## config.mk

```make
export PLATFORM = sky130hd
export DESIGN_NAME = pcs_transmit
export DESIGN_NICKNAME = d
export VERILOG_FILES = /design/src/rtl/pcs_transmit_pkg.sv /design/src/rtl/pcs_transmit_encode_8b10b.sv /design/src/rtl/pcs_transmit.sv
export SDC_FILE = /design/constraint.sdc
export NUM_CORES = 1
export LEC_CHECK = 0
export ABC_AREA = 1
export BUFFER_PORTS_ARGS = -buffer_cell sky130_fd_sc_hd__buf_4
export CORE_ASPECT_RATIO = 1.25
export CORE_MARGIN = 1.5
export CORE_UTILIZATION = 45
export CTS_CLUSTER_SIZE = 24
export DETAILED_ROUTE_END_ITERATION = 16
export GPL_TIMING_DRIVEN = 0
export HOLD_SLACK_MARGIN = 0.15
export PLACE_DENSITY_LB_ADDON = 0.08
export SLEW_MARGIN = 25
export SYNTH_ARGS = -nofsm -noshare
export SYNTH_HDL_FRONTEND = slang
export SYNTH_SLANG_ARGS = --single-unit
```

## constraint.sdc

```tcl
create_clock -name clk -period 6.2 [get_ports clk]
set_input_delay 0 -clock clk [delete_from_list [all_inputs] [get_ports clk]]
set_output_delay 0 -clock clk [all_outputs]
set_load 0.02 [all_outputs]
```

## src/rtl/pcs_transmit_pkg.sv

```systemverilog
// Shared 8b/10b definitions for the 1000BASE-X PCS transmit path.
// Holds the 8b values of the ordered-set code-groups and the disparity helpers.
package pcs_transmit_pkg;

  localparam logic [7:0] K28_5  = 8'hBC;
  localparam logic [7:0] CODE_S = 8'hFB;  // K27.7
  localparam logic [7:0] CODE_T = 8'hFD;  // K29.7
  localparam logic [7:0] CODE_R = 8'hF7;  // K23.7
  localparam logic [7:0] CODE_V = 8'hFE;  // K30.7
  localparam logic [7:0] D5_6   = 8'hC5;
  localparam logic [7:0] D16_2  = 8'h50;

  function automatic logic unbalanced6(input logic [5:0] v);
    return $countones(v) != 3;
  endfunction

  function automatic logic unbalanced4(input logic [3:0] v);
    return $countones(v) != 2;
  endfunction

endpackage

```

## src/rtl/pcs_transmit_encode_8b10b.sv

```systemverilog
// Combinational 8b/10b encoder: 5b/6b and 3b/4b tables stored in the RD- column,
// complemented for RD+ where the sub-block is unbalanced (or is D.7 / D.x.3 / any K.x.y).
module encode_8b10b
  import pcs_transmit_pkg::*;
(
  input  logic [7:0] data,
  input  logic       is_k,
  input  logic       rd_in,
  output logic [9:0] code,
  output logic       rd_out
);

  logic [4:0] x;
  logic [2:0] y;
  logic [5:0] b6, c6;
  logic [3:0] b4, c4;
  logic       rd_mid;
  logic       alt7;

  assign x = data[4:0];
  assign y = data[7:5];

  always_comb begin
    b6 = 6'b000000;
    case (x)
      5'd0:  b6 = 6'b100111;  5'd1:  b6 = 6'b011101;
      5'd2:  b6 = 6'b101101;  5'd3:  b6 = 6'b110001;
      5'd4:  b6 = 6'b110101;  5'd5:  b6 = 6'b101001;
      5'd6:  b6 = 6'b011001;  5'd7:  b6 = 6'b111000;
      5'd8:  b6 = 6'b111001;  5'd9:  b6 = 6'b100101;
      5'd10: b6 = 6'b010101;  5'd11: b6 = 6'b110100;
      5'd12: b6 = 6'b001101;  5'd13: b6 = 6'b101100;
      5'd14: b6 = 6'b011100;  5'd15: b6 = 6'b010111;
      5'd16: b6 = 6'b011011;  5'd17: b6 = 6'b100011;
      5'd18: b6 = 6'b010011;  5'd19: b6 = 6'b110010;
      5'd20: b6 = 6'b001011;  5'd21: b6 = 6'b101010;
      5'd22: b6 = 6'b011010;  5'd23: b6 = 6'b111010;
      5'd24: b6 = 6'b110011;  5'd25: b6 = 6'b100110;
      5'd26: b6 = 6'b010110;  5'd27: b6 = 6'b110110;
      5'd28: b6 = 6'b001110;  5'd29: b6 = 6'b101110;
      5'd30: b6 = 6'b011110;  default: b6 = 6'b101011;
    endcase
    if (is_k && x == 5'd28) b6 = 6'b001111;

    // D.7 is balanced but still alternates its form with RD
    c6     = (rd_in && (unbalanced6(b6) || (!is_k && x == 5'd7))) ? ~b6 : b6;
    rd_mid = unbalanced6(b6) ? ~rd_in : rd_in;

    // Alternate D.x.7 avoids a run of five identical bits across the sub-block boundary
    alt7 = is_k ||
           (!rd_mid && (x == 5'd17 || x == 5'd18 || x == 5'd20)) ||
           ( rd_mid && (x == 5'd11 || x == 5'd13 || x == 5'd14));

    b4 = 4'b0000;
    if (is_k) begin
      case (y)
        3'd0: b4 = 4'b1011;  3'd1: b4 = 4'b0110;
        3'd2: b4 = 4'b1010;  3'd3: b4 = 4'b1100;
        3'd4: b4 = 4'b1101;  3'd5: b4 = 4'b0101;
        3'd6: b4 = 4'b1001;  default: b4 = 4'b0111;
      endcase
    end else begin
      case (y)
        3'd0: b4 = 4'b1011;  3'd1: b4 = 4'b1001;
        3'd2: b4 = 4'b0101;  3'd3: b4 = 4'b1100;
        3'd4: b4 = 4'b1101;  3'd5: b4 = 4'b1010;
        3'd6: b4 = 4'b0110;  default: b4 = alt7 ? 4'b0111 : 4'b1110;
      endcase
    end

    c4     = (rd_mid && (is_k || y == 3'd0 || y == 3'd3 || y == 3'd4 || y == 3'd7)) ? ~b4 : b4;
    rd_out = unbalanced4(b4) ? ~rd_mid : rd_mid;
    code   = {c6, c4};
  end

endmodule

```

## src/rtl/pcs_transmit.sv

```systemverilog
// 1000BASE-X PCS transmit: GMII octets to 10-bit code-groups with idles,
// /S/ /T/ /R/ /V/ ordered sets, even/odd slot alignment and running disparity.
module pcs_transmit
  import pcs_transmit_pkg::*;
#(
  parameter logic INIT_RD = 1'b0
) (
  input  logic       clk,
  input  logic       reset,
  input  logic [7:0] TXD,
  input  logic       TX_EN,
  input  logic       TX_ER,
  output logic [9:0] tx_code_group,
  output logic       tx_even,
  output logic       transmitting
);

  typedef enum logic [4:0] {
    IDLE_K = 5'b00001,
    IDLE_D = 5'b00010,
    DATA   = 5'b00100,
    EOP_R1 = 5'b01000,
    EOP_R2 = 5'b10000
  } state_t;

  state_t     state, next_state;
  logic       rd, rd_before, even_slot;
  logic [7:0] enc_data;
  logic       enc_k, next_tx, latch_rd_before;
  logic [9:0] enc_code;
  logic       enc_rd;

  encode_8b10b u_enc (
    .data   (enc_data),
    .is_k   (enc_k),
    .rd_in  (rd),
    .code   (enc_code),
    .rd_out (enc_rd)
  );

  always_comb begin
    next_state      = IDLE_K;
    enc_data        = K28_5;
    enc_k           = 1'b1;
    next_tx         = 1'b0;
    latch_rd_before = 1'b0;
    case (state)
      IDLE_K: begin
        if (TX_EN) begin
          enc_data   = CODE_S;
          next_tx    = 1'b1;
          next_state = DATA;
        end else begin
          latch_rd_before = 1'b1;
          next_state      = IDLE_D;
        end
      end
      // /I1/ restores negative disparity when K28.5 was sent from RD+
      IDLE_D: begin
        enc_data   = rd_before ? D5_6 : D16_2;
        enc_k      = 1'b0;
        next_state = IDLE_K;
      end
      DATA: begin
        if (TX_EN && !TX_ER) begin
          enc_data   = TXD;
          enc_k      = 1'b0;
          next_tx    = 1'b1;
          next_state = DATA;
        end else if (TX_EN) begin
          enc_data   = CODE_V;
          next_tx    = 1'b1;
          next_state = DATA;
        end else begin
          enc_data   = CODE_T;
          next_state = EOP_R1;
        end
      end
      EOP_R1: begin
        enc_data   = CODE_R;
        next_state = even_slot ? EOP_R2 : IDLE_K;
      end
      EOP_R2: begin
        enc_data   = CODE_R;
        next_state = IDLE_K;
      end
      default: begin
        next_state = IDLE_K;
      end
    endcase
  end

  always_ff @(posedge clk or posedge reset) begin
    if (reset) begin
      state         <= IDLE_K;
      rd            <= INIT_RD;
      rd_before     <= 1'b0;
      even_slot     <= 1'b1;
      tx_code_group <= 10'b0;
      tx_even       <= 1'b0;
      transmitting  <= 1'b0;
    end else begin
      state         <= next_state;
      rd            <= enc_rd;
      even_slot     <= ~even_slot;
      tx_code_group <= enc_code;
      tx_even       <= even_slot;
      transmitting  <= next_tx;
      if (latch_rd_before) rd_before <= rd;
    end
  end

endmodule
```

# Word-level counts from Yosys, hierarchy flattened

Memory sizes are Yosys's and may differ from the RTL's.
Index checks and enable logic that the tools add are counted.

Bits in registers: 20
Memory bits (read-only): 192
Output and inout port bits: 12
Word-level logic and storage cells: 92
Memories kept: 1

Add/subtract/negate cells: 8
Eq/ne operators: 22
Multiplexer cells: 26
Bitwise gates (word level): 5
Reductions and logical operators: 23

Memory list:

| memory           | depth | bits a word | rd ports | clocked after memory_dff | wr ports | RTL line                        | RTL |
|---|---|---|---|---|---|---|---|
| (name not given) | 32    | 6           | 1        | 0                        | 0        | pcs_transmit_encode_8b10b.sv:25 | `case (x)` |

Operators by type and width:

| cell                                                    | number |
|---|---|
| adder 32 bit                                            | 3 |
| inequality test 32 x 3 -> 1 bit (second input constant) | 2 |
| one-hot mux 4 bit (7 select lines)                      | 2 |
| one-hot mux 8 bit (4 select lines)                      | 1 |
| == test 5 bit (second input constant)                   | 5 |
| == test 5 x 4 -> 1 bit (second input constant)          | 4 |
| 2-to-1 mux 4 bit                                        | 5 |
| 2-to-1 mux 8 bit                                        | 2 |
| one-hot mux 5 bit (3 select lines)                      | 1 |
| == test 3 bit (second input constant)                   | 4 |
| 2-to-1 mux 6 bit                                        | 2 |
| logical OR 1 bit                                        | 11 |
| adder 1 x 1 -> 2 bit                                    | 5 |
| == test 5 x 3 -> 1 bit (second input constant)          | 2 |
| logical AND 1 bit                                       | 7 |
| 2-to-1 mux 1 bit                                        | 7 |
| 2-to-1 mux 7 bit                                        | 1 |
| == test 3 x 2 -> 1 bit (second input constant)          | 2 |
| NOT 6 bit                                               | 1 |
| == test 5 x 1 -> 1 bit (second input constant)          | 1 |
| == test 5 x 2 -> 1 bit (second input constant)          | 1 |
| 2-to-1 mux 5 bit                                        | 1 |
| NOT 4 bit                                               | 1 |
| one-hot mux 1 bit (2 select lines)                      | 2 |
| 7 further kinds                                         | 11 |

# Depth between registers and ports, before layout

Gate-level depths: netlist of run 1.

Depth after elaboration: 23
Mapped depth: 32
Depth with buffers taken out: 32

# By module

From an unflattened synthesis of run 1, not the netlist that was laid out.

Cells, all modules: 243
Area total of the unflattened synthesis: 1,705.4 sq um

Modules (own cells, without submodules):

| module       | times used | cells an instance | area an instance (sq um) | sequential area each (sq um) |
|---|---|---|---|---|
| encode_8b10b | 1          | 149               | 875.8                    | 0.0 |
| pcs_transmit | 1          | 94                | 829.5                    | 503.0 |

# Least setup slack after synthesis of run 1

Ideal clock, no wire load.

Path kind: flip-flop to flip-flop
Start point: register state[0]
End point: register rd
Setup time: 0.140 ns
Data arrival time: 5.063 ns
Required time: 6.060 ns
Slack: 0.997 ns
Stages on the path, launching flop included: 30
Buffers on the path: 1
Clock period less this slack: 5.203 ns
Path through: dfstp_2 nor2_1 nand3_2 buf_4 nor2_1 nor3_4 inv_1 ha_1 inv_1 nand2_1 nand2_1 o21ai_1 nand2_1 ha_1 fa_1 ha_1 nand3_1 xor2_1 inv_1 a21oi_1 nand2_1 nand3_1 nand2_1 nand2_1 inv_1 ha_1 ha_1 fa_1 nor3b_1 xor2_1

Word-level cells in the longest chain between the ends: 22
Elaborated cells between the ends (all ways): 51
Classes of those cells: 8 x add/sub; 20 x eq/ne; 9 x mux; 1 x bitwise; 12 x reduce/logical; 1 x memory

RTL lines:

| item                                                                  | RTL line                        | RTL |
|---|---|---|
| start, declared                                                       | pcs_transmit.sv:26              | `state_t state, next_state;` |
| start signal, assigned                                                | pcs_transmit.sv:103             | `state <= next_state;` |
| parallel branches: the longest is 21 deep, another holds adder 32 bit | -                               |  |
| 2-to-1 mux 1 bit *                                                    | pcs_transmit_encode_8b10b.sv:72 | `rd_out = unbalanced4(b4) ? ~rd_mid : rd_mid;` |
| via enc_rd                                                            | pcs_transmit.sv:31              | `logic enc_rd;` |
| end signal, assigned                                                  | pcs_transmit.sv:104             | `rd <= enc_rd;` |
| end, declared                                                         | pcs_transmit.sv:27              | `logic rd, rd_before, even_slot;` |

Mark *: on every way through the listed nets, which the timed path passes.
A chain may end at the register's enable or synchronous reset.

# Final worst setup path of run 1

Start point: register state[2]
End point: register rd

Same word-level chain as after synthesis.

==> reports/metrics.yaml, run 1 <==
clkLatencyLatePin_ps: 260
crit_required_ps: 6380
endpoint_kind: "register"
slowest_stage: "fa_1"
worst_slew_pin_slew_ps: 812
ant_nets: 0
critical_path_class: "register to register"
viasPerCell: 5.03
syn_inst: 282
start_util_pct: 46.9
cts_tree: "built"
dr_total_vias: 1857
ys_ff_latch: 20
diodes: 0
drc: 0
synth_cell_types: 30
worst_slack_ps: 482
cts_root_buf: "clkbuf_8"
syn2layout_area_growth_pct: 19.0
fin_crit_sh_pct: 92.2
drtPass1Iterations: 4
period_needed_ps: 5720
pre_cts_slack_ps: 234
grt_pass1_vias: 1793
finalSetupTns_ps: 0
die_x_um: 61.4
layout_common_cells: "83 x nand2_1, 31 x inv_1, 29 x nor2_1"
clock_sinks: 20
drv_slew: 0
cts_max_level: 1
syn_area_sq_um: 1920
avgSynthCellArea_sq_um: 6.81
crit_fanout: 10
grt_overflow: 0
grt_usage_pct: 21.5
crit_top_cell: "ha_1"
die-area_sq_um: 4670
cts_buffers: 3
finalSetupViolCount: 0
fp.coreArea_sq_um: 4100
hold_violations: 0
ios: 24
die_y_um: 76.0
hpwlAfterDp_um: 3550
crit_path_max_incr_delay_ps: 480
status: "finished clean"
place_congestion: 0.909
worstHoldPathType: "input pin to register"
skew_ps: 6.05
ys_seq_area_share_pct: 26.2
hold_path_depth: 8
final_common_cell: "nand2_1"
start_kind: "register"
rr_worst_depth: 28
io_buffers: 23
fin_nets: 342
synthesis.nets: 310
grt_max_degree: 21
clk_pin_slew_ps: 80
fmax_mhz: 175
drt_wl_total_um: 4530
slew_headroom_pct: 45.8
grt_pass1_wl_um: 7900
clock_path_buffers: 2
dr.first_iter.drc_count: 87
antenna_found_initial: 0
drive_above_1_share_pct: 21.7
yosysWarnings: 0
worst_ep_arrival_time_ps: 5900
num_rows: 26
wl_per_cell_um: 12.3
drv_cap: 0
rsz0062_at_grt: "false"
==> layer usage <==
layer	GRT usage, %	vias up	wire length [um]
met3	3.40	6	226
met2	35.6	65	2260
met4	6.81	0	72
li1	-	963	-
met1	27.9	823	1970
met5	0	-	0
==> worst max-delay path, delay by kind of cell, from the launching register on <==
kind	cells	cell delay [ps]
fa+ha+maj	7	2280
simple gates	11	1420
buf+inv	5	590
compound gates	3	530
xor+xnor	2	430
flops	1	430
==> cells by family after synthesis <==
| group | synth area share (%) |
|---|---|
| simple gates | 43.6 |
| xor+xnor | 2.28 |
| flops | 26.2 |
| compound gates | 7.30 |
| buf+inv | 8.99 |
| fa+ha+maj | 11.6 |
==> stage by stage <==
stage	instances	util [%]	hold slack [ps]	cell area, sq um
after global routing	369	55.7	414	2280
final	369	55.7	329	2280
after global placement	361	52.8	202	2160
after detailed placement	361	52.8	206	2160
after floorplan	282	-	-37.7	1920
after CTS	367	55.0	325	2250
==> synth_stat cells, drive strengths merged <==
cell    number  share of area [%]
dfstp        2                2.7
dfrtp       18                 23
nor3b        1               0.39
inv         38                7.4
nor2        38                8.9
o21ai       19                5.7
xor2         4                1.8
or2          1               0.33
ha          13                8.5
buf          3                1.6
xnor2        1               0.46
nor3         3                1.4
nand3b       2               0.78
nand3       32                9.8
a21oi        6                1.6
fa           3                3.1
nand2       89                 18
nand4        9                3.7
==> repair_timing <==
item                       in CTS  in global routing
setup buffers                   0                  2
gates resized for setup         0                  2
hold buffers                    2                  0
hold endpoints to repair       21                  0
setup endpoints to repair       0                  1
==> worst paths after layout <==
kind | start | endpoint | slack, ps
max in group asynchronous | reset | tx_code_group[1] | 5230
hold reg to reg | even_slot | tx_even | 420
setup reg to reg | state[2] | rd | 480
setup / recovery | state[2] | rd | 480
min in group asynchronous | reset | tx_code_group[7] | 460
hold / removal | TXD[6] | tx_code_group[3] | 330
==> registers in the layout, summed over array words and instances, names as in the netlist <==
signal / cells
rd: 1
transmitting: 1
tx_code_group: 10
state: 5
rd_before: 1
tx_even: 1
even_slot: 1
==> cell type report <==
cell class / count / area [sq um]
plain buffers: 3 / 30.0
clock buffers: 3 / 41.3
clock inverters: 1 / 30.0
fillers: 417 / 1810
inverters: 38 / 143
multi-input cells: 221 / 1260
flip-flops and latches: 20 / 503
well taps: 56 / 70.1
repair buffers: 27 / 208
Power of run 1 is left out: the tool's default activity adds up to more than one toggle a clock period on the data nets, which glitch-free logic cannot reach.
==> run 2, diff against run 1 <==
Settings changed: ABC_AREA 1 to default.
==> run 2 against run 1 <==
Net effect: sequential cell count unchanged; synthesized area grew 7.2%; synthesized cell count decreased by 12%; die area rose by 6.9%; maximum frequency fell by 7.2%; largest cell class unchanged.
==> reports/metrics.yaml, run 2 <==
worstHoldPathType: "input pin to register"
drv_cap: 0  # unchanged
drive_above_1_share_pct: 37.1  # +15 points
ios: 24  # unchanged
crit_fanout: 8  # -2
rsz0062_at_grt: "true"
fmax_mhz: 162  # -7.2%
yosysTopAreaCell: "dfrtp_1"
slowest_stage: "or4b_4"
dr.first_iter.drc_count: 104  # +20%
grt_pass1_vias: 1994  # +11%
synth_area_leaders: "dfrtp_1 22%, ha_1 7.9%, o21ai_0 3.9%"
cts_max_level: 1  # unchanged
drt_wl_total_um: 6170  # +36%
async_flop_share_pct: 100  # unchanged
hold_end: "tx_code_group[1]"
hold_start: "TXD[7]"
die_y_um: 78.6  # +3.4%
fin_nets: 328  # -4.1%
hpwlAfterDp_um: 4110  # +16%
syn_inst: 248  # -12%
antenna_found_initial: 0  # unchanged
start_kind: "register"
viasPerCell: 6.02  # +20%
clkLatencyLatePin_ps: 260  # about the same
dr_total_vias: 2149  # +16%
fin_crit_sh_pct: 99.4  # +7.1 points
wl_per_cell_um: 17.3  # +41%
synth_top_area_share_pct: 21.9  # -1.6 points
path_cells: "or4b_4 > or2_0 > buf_6 > a2bb2oi_4 > inv_2 > ha_4 > nor3_1 > a2111o_1 > a32o_2 > ha_4 > fa_2 > ha_1 > nand2_2 > nor3_4 > xnor2_2 > a2111o_1 > nor3_4 > or2_1 > a31oi_1 > ha_1 > ha_2 > fa_2 > nand2_1 > xor2_1"
die_x_um: 63.5  # +3.4%
clock_sinks: 20  # unchanged
fp.coreArea_sq_um: 4390  # +7.1%
critical_path_class: "register to register"
grt_usage_pct: 23.9  # +2.4 points
timing.rr.start: "state[3]"
place_congestion: 0.967  # +6.4%
cpLargestDelayFamily: "adder cells"
hold_violations: 0  # unchanged
num_rows: 27  # +3.8%
period_needed_ps: 6160  # +442 ps
grt_pass1_wl_um: 9540  # +21%
die-area_sq_um: 4990  # +6.9%
grt_overflow: 0  # unchanged
ys_ff_latch: 20  # unchanged
status: "finished clean"
worst_slew_pin_slew_ps: 772  # -39.8 ps
drc: 0  # unchanged
top_regs: "tx_code_group (10), state (5)"
clk_pin_slew_ps: 80  # about the same
critPathBufInv: 2  # -3
stdcell_area_sq_um: 2800  # +23%
drv_slew: 0  # unchanged
largest-register: "tx_code_group"
synth_flop_cell: "dfrtp_1"
start_util_pct: 46.9  # about the same
hold_path_depth: 4  # -4
layout_common_cells: "48 x buf_4, 20 x nor2_1, 19 x nand2_1"
largest_reg_flops: 10  # unchanged
worst_ep_arrival_time_ps: 6320  # +420 ps
cts_tree: "built"
rr_worst_depth: 24  # -14%
skew_ps: 2.37  # -3.68 ps
r2r-end: "rd"
endpoint_kind: "register"
dpl_cell_area_sq_um: 2320  # +7.1%
io_buffers: 23  # unchanged
cts_root_buf: "clkbuf_8"
syn_area_sq_um: 2060  # +7.2%
nFillCells: 416  # -0.24%
grt_max_degree: 21  # unchanged
synth-edff-count: 0  # unchanged
ys_seq_area_share_pct: 24.4  # -1.8 points
syn2layout_area_growth_pct: 36.2
yosysWarnings: 0  # unchanged
crit_path_max_incr_delay_ps: 580  # +100 ps
synth_common_cells: "20 x nand2_1, 20 x nor2_1, 18 x dfrtp_1"
diodes: 0  # unchanged
ant_nets: 0  # unchanged
finalSetupViolCount: 0  # unchanged
cts_buffers: 3  # unchanged
crit_required_ps: 6360  # -20 ps
slew_headroom_pct: 48.5  # +2.7 points
final_common_cell: "buf_4"
drtPass1Iterations: 4  # unchanged
synth_cell_types: 62  # +110%
synthesis.nets: 276  # -11%
avgSynthCellArea_sq_um: 8.30  # +22%
r2r_slack_ps: 40  # -440 ps
clock_path_buffers: 2  # unchanged
==> run 2: area by class of cell <==
type | instances | area [sq um] | share of cell area [%]
clock inverter | 1 | 30.0 | 1.07
clock buffer | 3 | 41.3 | 1.47
multi-input combinational | 203 | 1640 | 58.5
sequential | 20 | 507 | 18.1
inverter | 8 | 33.8 | 1.21
tap | 58 | 72.6 | 2.59
buffer | 14 | 95.1 | 3.39
timing repair buffer | 50 | 384 | 13.7
==> run 2: worst register-to-register path: stages, from the launching register on <==
cell	delay [ps]
dfrtp_2	440
or4b_4	580
or2_0	250
buf_6	150
a2bb2oi_4	200
inv_2	130
ha_4	190
nor3_1	70
a2111o_1	360
a32o_2	310
ha_4	230
fa_2	380
ha_1	300
nand2_2	70
nor3_4	170
xnor2_2	110
a2111o_1	390
nor3_4	280
or2_1	140
a31oi_1	90
ha_1	330
ha_2	180
fa_2	510
nand2_1	50
xor2_1	130
==> run 2: kinds of logic (layout without fill, tap and decap cells) <==
logic type,count (synthesis),after routing,synth area share [%]
AND/OR/NAND/NOR,99,99,25.8
AO/OA/AOI/OAI,71,71,26.0
buffers and inverters,25,76,5.47
flip-flops,20,20,24.4
adder cells (fa/ha/maj),16,16,10.8
XOR/XNOR,14,14,5.96
multiplexers,3,3,1.52
==> run 2: worst max path at each step <==
stage | startpoint | end | slack (ps) | cells past startpoint
2_1_floorplan | state[0] | rd | 50 | 23
3_3_place_gp | state[0] | rd | -850 | 25
3_5_place_dp | state[0] | rd | -830 | 25
4_1_cts | state[3] | rd | 20 | 23
5_1_grt | state[3] | rd | -90 | 24
6_report | state[3] | rd | 40 | 24
==> run 2: routing by layer <==
layer	routed length, um	part of all wire (%)	global-route usage [%]	vias up
met2	3170	51	43.8	89
met3	342	5.5	1.72	15
li1	-	-	-	1013
met1	2500	40	30.7	1032
met5	0	0	0	-
met4	159	2.6	4.78	0
==> run 2: through the flow <==
stage / util (%) / hold slack [ps] / TNS [ps] / setup WS (ps) / cells
2_1_floorplan: - / -37.7 / 0 / 54.6 / 248
3_3_place_gp: 52.7 / 192 / -847 / -847 / 329
3_5_place_dp: 52.7 / 211 / -825 / -825 / 329
4_1_cts: 58.9 / 338 / 0 / 23.2 / 343
5_1_grt: 63.8 / 359 / -87.3 / -87.3 / 357
6_report: 63.8 / 335 / 0 / 39.4 / 357
==> run 2: repair_timing <==
item / CTS / global route
buffers inserted: 11 / 14
pin swaps: 9 / 24
hold buffers: 2 / 0
setup endpoints to repair: 1 / 1
resized for setup: 22 / 27
hold endpoints to repair: 21 / 0
Power of run 2 is left out for the same reason.
